File: config.mk
export PLATFORM = sky130hd
export DESIGN_NAME = shift_ring_counter_flat
export DESIGN_NICKNAME = d
export VERILOG_FILES = /design/src/rtl/shift_ring_counter_if.sv /design/src/rtl/shift_ring_counter.sv /design/src/flat_wrapper.sv
export SDC_FILE = /design/constraint.sdc
export NUM_CORES = 1
export LEC_CHECK = 0
export ABC_AREA = 1
export ABC_CLOCK_PERIOD_IN_PS = 3500
export BUFFER_PORTS_ARGS = -buffer_cell sky130_fd_sc_hd__buf_2
export CORE_MARGIN = 3
export CORE_UTILIZATION = 30
export CTS_CLUSTER_DIAMETER = 40
export DETAILED_ROUTE_END_ITERATION = 8
export GPL_TIMING_DRIVEN = 0
export PLACE_DENSITY = 0.56
export SLEW_MARGIN = 20
export SYNTH_ARGS = -nofsm -noshare
export SYNTH_HDL_FRONTEND = slang
export SYNTH_SLANG_ARGS = --single-unit
File: constraint.sdc
create_clock -name clk -period 3.5 [get_ports clk]
set_input_delay 0.525 -clock clk [delete_from_list [all_inputs] [get_ports clk]]
set_output_delay 0.525 -clock clk [all_outputs]
set_load 0.01 [all_outputs]
File: src/rtl/shift_ring_counter_if.sv
// shift_ring_counter_if: control inputs and counter outputs of shift_ring_counter, with master/slave views.
interface shift_ring_counter_if #(parameter int WIDTH_REG = 4);
  localparam int PW = $clog2(2 * WIDTH_REG);
  logic                 en;
  logic                 mode;
  logic                 dir;
  logic                 load;
  logic [WIDTH_REG-1:0] load_val;
  logic [WIDTH_REG-1:0] out;
  logic [PW-1:0]        phase;
  logic                 wrap;
  logic                 err;
  modport master (output en, mode, dir, load, load_val, input out, phase, wrap, err);
  modport slave  (input en, mode, dir, load, load_val, output out, phase, wrap, err);
endinterface

File: src/rtl/shift_ring_counter.sv
// shift_ring_counter: Johnson/ring shift counter with phase decode, wrap pulse and illegal-state flag.
// Define SHIFT_RING_COUNTER_SELF_CORRECT_EN to reseed illegal states on the next edge.
module shift_ring_counter #(
  parameter int WIDTH_REG = 4
) (
  input  logic                clk,
  input  logic                n_rst,
  shift_ring_counter_if.slave bus
);
  localparam int W  = WIDTH_REG;
  localparam int PW = $clog2(2 * W);
  logic [W-1:0] r_out;
  logic         r_mode;
  logic         r_wrap;
  logic [W-1:0] w_step;
  logic         w_err;
  function automatic logic [W-1:0] seed(input logic m);
    return {{(W-1){1'b0}}, m};
  endfunction
  // Johnson states have at most one boundary between adjacent differing bits
  function automatic logic is_legal(input logic [W-1:0] v, input logic m);
    logic [W-2:0] t;
    t = v[W-1:1] ^ v[W-2:0];
    return m ? (v != '0 && (v & (v - W'(1))) == '0) : ((t & (t - (W-1)'(1))) == '0);
  endfunction
  function automatic logic [PW-1:0] phase_of(input logic [W-1:0] v, input logic m);
    int pc;
    int idx;
    pc  = 0;
    idx = 0;
    for (int k = 0; k < W; k++) begin
      pc += int'(v[k]);
      if (v[k]) idx = k;
    end
    if (!is_legal(v, m)) return '0;
    if (m) return PW'((W - idx) % W);
    if (v[W-1]) return PW'(pc);
    return (v == '0) ? '0 : PW'(2 * W - pc);
  endfunction
  assign w_step    = bus.dir ? {r_out[W-2:0], r_out[W-1] ^ ~r_mode} : {r_out[0] ^ ~r_mode, r_out[W-1:1]};
  assign w_err     = !is_legal(r_out, r_mode);
  assign bus.out   = r_out;
  assign bus.wrap  = r_wrap;
  assign bus.err   = w_err;
  assign bus.phase = phase_of(r_out, r_mode);
  always_ff @(posedge clk) begin
    if (!n_rst || bus.mode != r_mode) begin
      r_out  <= seed(bus.mode);
      r_mode <= bus.mode;
      r_wrap <= 1'b0;
    end else if (bus.load) begin
      r_out  <= bus.load_val;
      r_wrap <= 1'b0;
`ifdef SHIFT_RING_COUNTER_SELF_CORRECT_EN
    end else if (w_err) begin
      r_out  <= seed(r_mode);
      r_wrap <= 1'b0;
`endif
    end else if (bus.en) begin
      r_out  <= w_step;
      r_wrap <= is_legal(w_step, r_mode) && phase_of(w_step, r_mode) == '0;
    end else begin
      r_wrap <= 1'b0;
    end
  end
endmodule

File: src/flat_wrapper.sv
// flat-port wrapper written by rule: the top's interface ports become plain ports
module shift_ring_counter_flat 
#(
  parameter int WIDTH_REG = 4
)
  (clk, n_rst, bus_en, bus_mode, bus_dir, bus_load, bus_load_val, bus_out, bus_phase, bus_wrap, bus_err);
  shift_ring_counter_if #(.WIDTH_REG(WIDTH_REG)) bus_i ();
  input  logic clk;
  input  logic n_rst;
  input wire logic [$bits(bus_i.en)-1:0] bus_en;
  input wire logic [$bits(bus_i.mode)-1:0] bus_mode;
  input wire logic [$bits(bus_i.dir)-1:0] bus_dir;
  input wire logic [$bits(bus_i.load)-1:0] bus_load;
  input wire logic [$bits(bus_i.load_val)-1:0] bus_load_val;
  output wire logic [$bits(bus_i.out)-1:0] bus_out;
  output wire logic [$bits(bus_i.phase)-1:0] bus_phase;
  output wire logic [$bits(bus_i.wrap)-1:0] bus_wrap;
  output wire logic [$bits(bus_i.err)-1:0] bus_err;
  assign bus_i.en = bus_en;
  assign bus_i.mode = bus_mode;
  assign bus_i.dir = bus_dir;
  assign bus_i.load = bus_load;
  assign bus_i.load_val = bus_load_val;
  assign bus_out = bus_i.out;
  assign bus_phase = bus_i.phase;
  assign bus_wrap = bus_i.wrap;
  assign bus_err = bus_i.err;
  shift_ring_counter #(.WIDTH_REG(WIDTH_REG)) u_core (.clk(clk), .n_rst(n_rst), .bus(bus_i));
endmodule
==> impl.org <==
** Run status
- The run finished with clean final reports.

** Synth
- The synthesized netlist contains 30 unique library cells.
- Number of flops mapped to enable cells by yosys :: 2
- For this run, the register share of the synthesized area comes to 15.3%.
- Of all flip-flops after synthesis, the portion carrying an async set or reset was 0%.
- Synthesized area per cell :: around 7.1 um2
- Main synth FF type :: sky130_fd_sc_hd__dfxtp_1
- Syn. warnings :: 0
- Synthesis produced a netlist with a net count of roughly 160.
- After synthesis the netlist holds a flip-flop and latch count of 6.
- Counting every instance in the synthesized netlist gives 130.
- Cell area after synthesis :: 917 um2

** Place
- Number of input and output port buffers inserted :: 18
- Global placement routability congestion :: 0.796
- After legalization and detailed placement, the total HPWL measured between 1.5 and 2 mm.
- Summing all placed instances gives a cell area of 0.00105 mm2.
- Count of placed standard cells including taps :: around 180

** Worst setup path
- In this run the worst setup path terminates at bus_phase[1].
- R2r endpoint :: u_core.bus.wrap
- Biggest fanout along the worst timing path :: 7
- WP data arrival :: 2580 ps
- Launching element of the worst setup path :: u_core.bus.out[1]
- Setup slack on the worst reg-to-reg path comes out at 800 ps.
- The worst setup path is of the reg2out kind.
- For the worst setup path, the data required time is a little under 3000 ps.
- Worst-case reg-to-reg path depth :: 19
- The worst setup path is launched from a flip-flop.
- Crit Reg-Reg Startpoint :: u_core.bus.out[3]
- Critical Path Sink Type :: output port

** STA
- Post-route clock skew :: approximately 6.5 ps
- Setup repair after global routing left no endpoint under its margin.
- Number of hold violations in the final report :: 0
- Count of pins over their slew limit :: 0
- Setup TNS :: 0 ps
- In the finished design, the share of the clock period the worst path needs comes to 88.7%.
- Setup violations remaining at the end of the flow were counted as 0.
- Timing would allow up to 322 MHz.
- Least-Margin Pin Slew :: 470 ps
- Clock period minus worst slack :: ~3100 ps
- Worst slew margin :: about two thirds
- Final worst hold slack :: slightly above 500 ps

** Global route
- Total track usage :: ~12%
- Global routing finished with a remaining overflow of 0.
- The first global-routing pass estimated 3.47 mm of wire.
- Via count of the first global-routing pass :: 822
- The initial antenna violation count came to 0.
- Entering global routing, the biggest net connects 11 pins.

** Finish
- Most frequent standard cell in the layout excluding fill and tap cells :: sky130_fd_sc_hd__nand2_1
- Design area :: between 0.001 and 0.0015 mm2
- Final nets :: ~180
- The finished layout holds 183 standard cells, fillers aside.
- The repair_antennas step left the layout with diodes totalling 0.
- Most frequent cells in the layout :: sky130_fd_sc_hd__nand2_1 (29), sky130_fd_sc_hd__inv_1 (22), sky130_fd_sc_hd__buf_2 (18)
- Relative to the synthesized area, the layout overhead comes to 16.9%.
- Cells with a size suffix above 1 make up 24.3% of the layout.

** Clock network
- H-Tree Depth :: 1
- CTS clk-pin slew, worst paths :: 50 ps
- Total number of clock tree sinks :: 6
- The number of gates resized after CTS was 0.
- Clock latency on the worst-skew pair, taken at its later pin, is 250 ps.
- The number of hold buffers added after CTS was 0.
- In this run the post-CTS setup repair buffer count came out at 0.
- The tree is rooted in a sky130_fd_sc_hd__clkbuf_4.
- CTS Buf Count :: 3
- TritonCTS clock tree :: built
- No sink is reached through more buffers than the 2 on the longest clock path.

** Power and ir drop
- Total power for the finished layout comes to 337 uW.
- Static power due to leakage :: about 0.00058 uW
- Power spread over the standard cell area amounts to 314 mW/mm2.
- IR analysis of the VDD net gives a maximum drop of 0.000138 V.

** Hold path
- Hold depth :: 1
- The path class of the tightest hold or removal check is in2reg.

** Routing
- Antenna-violating nets left :: 0
- Overall routed net length :: 2.01 mm
- Detailed routing inserted a total of 890 vias.
- Remaining routing DRC violations :: 0
- Dividing the detail-routed wire length by the instance count gives 11.0 um.
- First-pass iteration count of the detailed router :: 4
- The first routing iteration left 34 violations.
- Detailed-route vias per instance :: 4.86

** Floorplanning
- Core Footprint :: about 0.0028 mm2
- Die extent in y :: 61.3 um
- From left edge to right edge, the die measures 61.3 um.
- The die covers 0.00376 mm2.
- The initial utilization of the core area, before any placement, comes to 32.4%.
- IO Pins :: 19
- Row generation in the floorplan step produced 19 rows.

** Flow run
- Max-cap check violation count :: 0
==> where the power goes <==
group / leakage (uW) / switching, uW / internal [uW]
clock: 0.0000150 / 28.3 / 43.4
combinational: 0.000507 / 108 / 74.1
sequential: 0.0000534 / 5.92 / 77.2
total: 0.000575 / 142 / 195
==> cells in the mapped netlist, types with 2 or more instances <==
library cell	instances	share of area [%]
sky130_fd_sc_hd__a21oi_1	4	2.2
sky130_fd_sc_hd__a22oi_1	3	2.5
sky130_fd_sc_hd__dfxtp_1	4	8.7
sky130_fd_sc_hd__edfxtp_1	2	6.5
sky130_fd_sc_hd__fa_1	2	4.4
sky130_fd_sc_hd__ha_1	16	22
sky130_fd_sc_hd__inv_1	22	9.0
sky130_fd_sc_hd__inv_2	2	0.82
sky130_fd_sc_hd__nand2_1	29	12
sky130_fd_sc_hd__nand2_2	5	3.4
sky130_fd_sc_hd__nand3_1	6	3.3
sky130_fd_sc_hd__nor2_1	6	2.5
sky130_fd_sc_hd__nor3_1	2	1.1
sky130_fd_sc_hd__o21ai_0	7	3.8
sky130_fd_sc_hd__o21ai_1	2	1.1
sky130_fd_sc_hd__o21ai_2	2	1.9
sky130_fd_sc_hd__o22ai_1	3	2.0
==> final cells by class <==
class / count / area [um2]
flip-flops and latches: 6 / 140
inverters: 25 / 101
plain buffers: 1 / 11.3
clock buffers: 4 / 26.3
fillers: 315 / 1760
well taps: 31 / 38.8
multi-input cells: 98 / 664
repair buffers: 18 / 90.1
==> flip-flops by register name, indices dropped and copies added, names as in the netlist <==
register / flops
u_core.bus.wrap: 1
u_core.r_mode: 1
u_core.bus.out: 4
==> cell families (layout without fill, tap and decap cells) <==
| kind of cell | Yosys count | after routing | share of synthesized area [%] |
|---|---|---|---|
| compound gates | 27 | 27 | 18.7 |
| simple gates | 52 | 52 | 26.6 |
| xor+xnor | 1 | 1 | 0.955 |
| fa+ha+maj | 18 | 18 | 26.2 |
| flops | 6 | 6 | 15.3 |
| buf+inv | 26 | 48 | 12.3 |
==> worst max-delay path, cell delays in order, from the launching register on <==
cell and delay [ps]:
sky130_fd_sc_hd__dfxtp_1 460, sky130_fd_sc_hd__inv_1 130, sky130_fd_sc_hd__ha_1 330, sky130_fd_sc_hd__inv_1 60
sky130_fd_sc_hd__fa_1 360, sky130_fd_sc_hd__inv_1 70, sky130_fd_sc_hd__ha_1 220, sky130_fd_sc_hd__inv_1 80
sky130_fd_sc_hd__ha_1 220, sky130_fd_sc_hd__nand3_1 80, sky130_fd_sc_hd__o221ai_1 100, sky130_fd_sc_hd__nand2_1 70
sky130_fd_sc_hd__inv_1 30, sky130_fd_sc_hd__buf_2 130
==> how the worst min path moves through the flow <==
stage | startpoint | endpoint | slack [ps]
finish | bus_mode | u_core.r_mode | 510
global route | bus_mode | u_core.r_mode | 500
CTS | bus_mode | u_core.r_mode | 500
detailed placement | u_core.bus.out[2] | u_core.bus.out[2] | 630
global placement | u_core.bus.out[2] | u_core.bus.out[2] | 630
floorplan | bus_mode | u_core.r_mode | 620
==> metrics by stage <==
step	setup WS [ps]	utilization, %
global placement	678	37.0
detailed placement	614	37.0
finish	395	37.9
floorplan	779	-
CTS	341	37.9
global route	182	37.9
==> routing by layer <==
metal,part of all wire [%],wire [um],global-route usage (%)
met1,45,911,14.6
met5,0,0,0
met4,0.25,5,1.86
met2,52,1050,22.1
met3,2.1,43,3.14
Power figures use the tool's default switching activity.
